File: src/rtl/alu_mul_sequencer_pkg.sv
// Shared definitions for the shift-add multiply sequencer: the ALU opcode
// constants of the execute-stage ALU and the sequencer state type.
package alu_mul_sequencer_pkg;

   localparam int unsigned ALU_CTRL_W = 3;

   // Opcode encodings of the shared execute-stage ALU
   localparam logic [ALU_CTRL_W-1:0] ALU_AND = 3'b000;
   localparam logic [ALU_CTRL_W-1:0] ALU_OR  = 3'b001;
   localparam logic [ALU_CTRL_W-1:0] ALU_ADD = 3'b010;
   localparam logic [ALU_CTRL_W-1:0] ALU_SUB = 3'b110;
   localparam logic [ALU_CTRL_W-1:0] ALU_SLT = 3'b111;

   typedef enum logic [1:0] {
      IDLE = 2'd0,
      RUN  = 2'd1,
      DONE = 2'd2
   } mul_state_e;

endpackage

File: src/rtl/alu_mul_sequencer.sv
// Unsigned XLEN x XLEN multiply (low XLEN bits) by shift-add on the shared ALU.
// Optional ALU_MUL_EARLY_TERM_EN ends RUN once the remaining multiplier is zero.
module alu_mul_sequencer
   import alu_mul_sequencer_pkg::*;
#(
   parameter int unsigned XLEN = 64
) (
   input  logic                  clk,
   input  logic                  reset,
   input  logic                  req_valid,
   output logic                  req_ready,
   input  logic [XLEN-1:0]       req_mcand,
   input  logic [XLEN-1:0]       req_mplier,
   input  logic                  abort,
   output logic                  resp_valid,
   input  logic                  resp_ready,
   output logic [XLEN-1:0]       resp_data,
   output logic                  busy,
   output logic [XLEN-1:0]       alu_a,
   output logic [XLEN-1:0]       alu_b,
   output logic [ALU_CTRL_W-1:0] alu_control,
   input  logic [XLEN-1:0]       alu_result
);

   localparam int unsigned CNT_W = $clog2(XLEN);

   mul_state_e       state_q, state_d;
   logic [XLEN-1:0]  acc_q, acc_d;
   logic [XLEN-1:0]  mcand_q, mcand_d;
   logic [XLEN-1:0]  mplier_q, mplier_d;
   logic [CNT_W-1:0] cnt_q, cnt_d;
   logic             last_step;

   // State and datapath registers
   always_ff @(posedge clk or posedge reset) begin
      if (reset) begin
         state_q  <= IDLE;
         acc_q    <= '0;
         mcand_q  <= '0;
         mplier_q <= '0;
         cnt_q    <= '0;
      end else begin
         state_q  <= state_d;
         acc_q    <= acc_d;
         mcand_q  <= mcand_d;
         mplier_q <= mplier_d;
         cnt_q    <= cnt_d;
      end
   end

`ifdef ALU_MUL_EARLY_TERM_EN
   assign last_step = (cnt_q == CNT_W'(XLEN - 1)) || ((mplier_q >> 1) == '0);
`else
   assign last_step = (cnt_q == CNT_W'(XLEN - 1));
`endif

   // Next-state, datapath update and output decode
   always_comb begin
      state_d     = state_q;
      acc_d       = acc_q;
      mcand_d     = mcand_q;
      mplier_d    = mplier_q;
      cnt_d       = cnt_q;
      req_ready   = 1'b0;
      resp_valid  = 1'b0;
      resp_data   = '0;
      busy        = 1'b0;
      alu_a       = '0;
      alu_b       = '0;
      alu_control = ALU_ADD;

      unique case (state_q)
         IDLE: begin
            req_ready = 1'b1;
            if (req_valid && !abort) begin
               mcand_d  = req_mcand;
               mplier_d = req_mplier;
               acc_d    = '0;
               cnt_d    = '0;
               state_d  = RUN;
            end
         end
         RUN: begin
            busy  = 1'b1;
            alu_a = acc_q;
            alu_b = mcand_q;
            if (abort) begin
               acc_d   = '0;
               state_d = IDLE;
            end else begin
               if (mplier_q[0]) begin
                  acc_d = alu_result;
               end
               mcand_d  = mcand_q << 1;
               mplier_d = mplier_q >> 1;
               cnt_d    = cnt_q + CNT_W'(1);
               if (last_step) begin
                  state_d = DONE;
               end
            end
         end
         DONE: begin
            busy       = 1'b1;
            resp_valid = 1'b1;
            resp_data  = acc_q;
            if (abort) begin
               acc_d   = '0;
               state_d = IDLE;
            end else if (resp_ready) begin
               state_d = IDLE;
            end
         end
         default: begin
            state_d = IDLE;
         end
      endcase
   end

endmodule
File: config.mk
export PLATFORM = sky130hd
export DESIGN_NAME = alu_mul_sequencer
export DESIGN_NICKNAME = d
export VERILOG_FILES = /design/src/rtl/alu_mul_sequencer_pkg.sv /design/src/rtl/alu_mul_sequencer.sv
export SDC_FILE = /design/constraint.sdc
export NUM_CORES = 1
export LEC_CHECK = 0
export BUFFER_PORTS_ARGS = -buffer_cell sky130_fd_sc_hd__buf_4
export CORE_AREA = 2 2 155 157
export CTS_CLUSTER_DIAMETER = 60
export DETAILED_ROUTE_END_ITERATION = 16
export DIE_AREA = 0 0 157 159
export PLACE_DENSITY = 0.8
export SETUP_SLACK_MARGIN = 0.02
export SLEW_MARGIN = 0
export SYNTH_ARGS = -nofsm -noshare
export SYNTH_HDL_FRONTEND = slang
export SYNTH_SLANG_ARGS = --single-unit
File: constraint.sdc
create_clock -name clk -period 7.6 [get_ports clk]
set_clock_uncertainty 0.2 [all_clocks]
set_input_delay 0.38 -clock clk [delete_from_list [all_inputs] [get_ports clk]]
set_output_delay 0.38 -clock clk [all_outputs]
set_load 0.1 [all_outputs]
-- Word-level counts from Yosys, hierarchy flattened
Cells that the tools add are included.
- equal/unequal tests: 9
- $lt $le $gt $ge: 0
- add/subtract/negate cells: 1
- $mul: 0
- divide/modulo/power cells: 0
- muxes and demuxes: 26
- reductions and logical operators: 9
- shift operators: 0
- bitwise gates (word level): 0
- operators by type and width (operator ; count):
    64-bit two-way mux ; 11
    64-bit case mux with 2 select lines ; 2
    64-bit case mux with 3 select lines ; 1
    6-bit two-way mux ; 2
    6-bit case mux with 2 select lines ; 1
    2-bit two-way mux ; 5
    3-bit inequality test (second input constant) ; 3
    6-bit by 1-bit adder with 6-bit output (second input constant) ; 1
    6-bit == test (second input constant) ; 1
    2-bit inequality test (second input constant) ; 3
    2-bit case mux with 3 select lines ; 1
    3-bit AND reduction ; 2
    4-bit AND reduction ; 1
    1-bit two-way mux ; 3
    3-bit nonzero test ; 1
    2-bit by 1-bit == test with 1-bit output (second input constant) ; 1
    2-bit == test (second input constant) ; 1
    2-bit zero test ; 1
    2-bit nonzero test ; 1
    2-bit OR reduction ; 1
    1-bit logical AND ; 1
    1-bit zero test ; 1
- latch bits: 0
- memories kept: 0
- RAM bits: 0
- register bits: 200
- memory bits (read-only): 0

-- Logic depth before layout (Yosys ltp)
- depth after elaboration: 4
- depth in mapped cells: 10

-- Worst setup path before layout
No wires, ideal clock.
- kind: reg-to-output
- start: reg state_q[1]
- end: out alu_a[29]
- slack: 4.419 ns
- stages on the path, launching flop included: 9
- path buffers: 4
- arrival: 2.601 ns
- cell sequence: dfrtp_1 > inv_1 > ha_1 > buf_2 > inv_1 > clkbuf_1 > buf_2 > buf_1 > nor2_1
- cells in the longest elaborated chain, start to end: 2
- RTL lines (what ; RTL line ; text):
    start: declaration ; alu_mul_sequencer.sv:27 ; mul_state_e state_q, state_d;
    start signal: assignment ; alu_mul_sequencer.sv:43 ; state_q <= state_d;
    2-bit by 1-bit == test with 1-bit output ; alu_mul_sequencer.sv:72 ; unique case (state_q)
    64-bit two-way mux ; alu_mul_sequencer.sv:72 ;
    end: declaration ; alu_mul_sequencer.sv:19 ; output logic [XLEN-1:0] alu_a,
No other way between the ends.

-- Final worst setup path
- start: reg state_q[1]
- end: out alu_a[16]
The elaborated chain is that of the path after synthesis.

==> results.py <==
metrics = {
    "status": {
        "status": "completed",
    },
    "layout": {
        "antenna_cells": 0,
        "drive_gt1_frac": 0.290,
        "fillers": 1864,
        "fin_area_mm2": 0.0143,
        "final_core_util": 0.616,
        "fin_cells": 1832,
        "fin_nets": 1702,
        "syn_to_final_growth_pct": 42.9,
    },
    "global_routing": {
        "grt_pass1_wl_um": 46800,
        "grt_pass1_vias": 9165,
        "grt_overflow": 0,
        "antenna_found_initial": 0,
        "grt_max_degree": 133,
        "grt_use_total": 0.234,
    },
    "synthesis": {
        "synth_edf_count": 0,
        "synth_async_sr_flop_share": 1.00,
        "synth_common_cells": "200 x dfrtp_1, 193 x nand2_1, 128 x and2_1, 128 x mux2i_1, 73 x nor2_1",
        "synth_seq_area_share": 0.501,
        "syn_area_per_cell_um2": 9.11,
        "yosysMostFrequentCell": "dfrtp_1",
        "yosys_warnings": 0,
        "netlist_area_mm2": 0.0100,
        "synthDominantCellAreaShare": 0.501,
        "synth_top_area_cell": "dfrtp_1",
        "ys_ff_latch": 200,
        "syn_inst": 1098,
        "ys_top_cells_by_area": "dfrtp_1 50%, mux2i_1 13%, and2_1 8.0%",
        "synthFlopType": "dfrtp_1",
        "synth_cell_types": 31,
    },
    "timing": {
        "min_period_ps": 3760,
        "finalSetupViolations": 0,
        "fmax_mhz": 266,
        "slew_headroom": 0.138,
        "holdWs_ps": 17.5,
        "layout_setup_ws_ps": 3840,
        "finalCritPeriodShare": 0.495,
        "setup-tns-final_ps": 0,
        "final_hold_viol_count": 0,
        "final_max_slew_viol_count": 0,
        "worst_pin_slew_ps": 1290,
        "rsz0062_at_grt": "no",
    },
    "power_and_ir_drop": {
        "cellLeakagePower_nw": 7.22,
        "peakVddDrop_mv": 0.316,
        "finalPower_mw": 6.19,
        "powerDensity_mw_per_mm2": 433,
    },
    "floorplanning": {
        "die-area_mm2": 0.0250,
        "initial_core_util": 0.431,
        "io_pins": 395,
        "coreArea_mm2": 0.0232,
        "die_x_um": 157,
        "die_h_um": 159,
        "rows": 56,
    },
    "worst_setup_path": {
        "r2r-start": "state_q[1]",
        "critPathRequiredTime_ps": 7020,
        "cp_top_family": "buffers and inverters",
        "crit_chain": "inv_1, ha_4, inv_4, buf_4, nor2_1, buf_4",
        "crit_path_end_kind": "primary output",
        "cp_slowest_cell": "ha_4",
        "r2r_slack_ps": 3940,
        "crit_type": "reg -> out",
        "reg2reg_depth": 8,
        "cp.arrival_ps": 3180,
        "cp_max_fo": 65,
        "critPathLaunchType": "register",
        "r2r-end": "acc_q[10]",
        "crit_path_frequent_cell": "buf_4",
        "cpPeakStageDelay_ps": 570,
        "crit_buf_inv": 4,
    },
    "route": {
        "dr.pass1.iters": 5,
        "vias": 8983,
        "avgRoutedWirePerCell_um": 16.1,
        "route.antenna.remaining_nets": 0,
        "drc": 0,
        "finalWirelength_um": 29500,
        "initialDrtViolationCount": 472,
        "vias_per_cell": 4.90,
    },
    "cts": {
        "numCtsBuffers": 17,
        "cts.sinks": 200,
        "clock_latency_ps": 430,
        "clock_path_buffers": 2,
        "cts_tree": "done",
        "htree_levels": 4,
        "postCtsSetupRepairBufs": 0,
        "path_clk_slew_ps": 80,
        "root_buffer": "clkbuf_16",
    },
    "placed_design": {
        "dp_slack_ps": 4070,
        "gp_congestion": 0.853,
        "portBuffers": 391,
        "place_hpwl_um": 20000,
        "dp.cells": 1734,
        "placed_area_mm2": 0.0130,
    },
    "run": {
        "cap_viol_max_count": 0,
    },
    "min_path": {
        "hold_end": "mcand_q[8]",
        "hold_depth": 3,
        "holdCritPathClass": "in -> reg",
        "min_from": "req_mcand[8]",
    },
}
routing by layer:
layer	part of all wire	up-vias	global-route usage
li1	-	4340	-
met1	0.41	4234	0.278
met2	0.49	335	0.394
met3	0.065	74	0.0626
met4	0.038	0	0.106
met5	0	-	0
kinds of logic after synthesis:
group,synth area share
multiplexers,0.131
other,0.000751
buffers and inverters,0.0692
AND/OR/NAND/NOR,0.188
flip-flops,0.501
XOR/XNOR,0.00263
adder cells (fa/ha/maj),0.00626
AO/OA/AOI/OAI,0.102
placed cells by master (no fill, tap or decap), types with 6 or more instances in the layout:
cell type / n
clkbuf_16: 17
o21ai_0: 64
and2_1: 128
nor2_1: 72
o21ai_1: 64
dfrtp_1: 200
dlygate4sd3_1: 66
inv_1: 67
a21oi_1: 69
buf_4: 398
clkinv_8: 6
nand2_1: 193
mux2i_1: 128
repair_timing:
action	4_1_cts	5_1_grt
endpoints found under the setup margin	0	0
resized for setup	0	0
hold endpoints to repair	85	3
hold buffers	63	3
power by group:
part	switching [mW]	leakage, nW	internal [mW]
clock network	0.468	0.301	0.480
logic	2.61	4.32	0.922
registers	0.220	2.60	1.49
state kept, by name, summed over array words and instances (netlist names):
| signal | count |
|---|---|
| state_q | 2 |
| acc_q | 64 |
| mplier_q | 64 |
| mcand_q | 64 |
| cnt_q | 6 |
worst register-to-register path, cell delays in order (launching register included):
cell,delay [ps]
dfrtp_1,420
inv_1,120
ha_4,570
inv_4,430
buf_4,530
nor2_4,350
buf_4,560
nand2_1,210
mux2i_1,190
how the worst max path moves through the flow:
stage	end	cells past startpoint	startpoint	slack [ps]
2_1_floorplan	acc_q[0]	1	reset	1570
3_3_place_gp	cnt_q[0]	8	state_q[1]	4130
3_5_place_dp	acc_q[2]	8	state_q[1]	4070
4_1_cts	alu_b[11]	5	state_q[1]	3820
5_1_grt	alu_a[16]	6	state_q[1]	3660
6_report	alu_a[16]	6	state_q[1]	3840
layout make-up:
| type | count | area (um2) | share of cell area |
|---|---|---|---|
| clock buffer | 17 | 425 | 0.0298 |
| multi-input combinational | 748 | 4340 | 0.304 |
| clock inverter | 15 | 205 | 0.0144 |
| timing repair buffer | 464 | 3650 | 0.255 |
| inverter | 69 | 269 | 0.0188 |
| sequential | 200 | 5000 | 0.350 |
| tap | 319 | 399 | 0.0279 |
No activity file was read; power rests on OpenSTA's default activity.
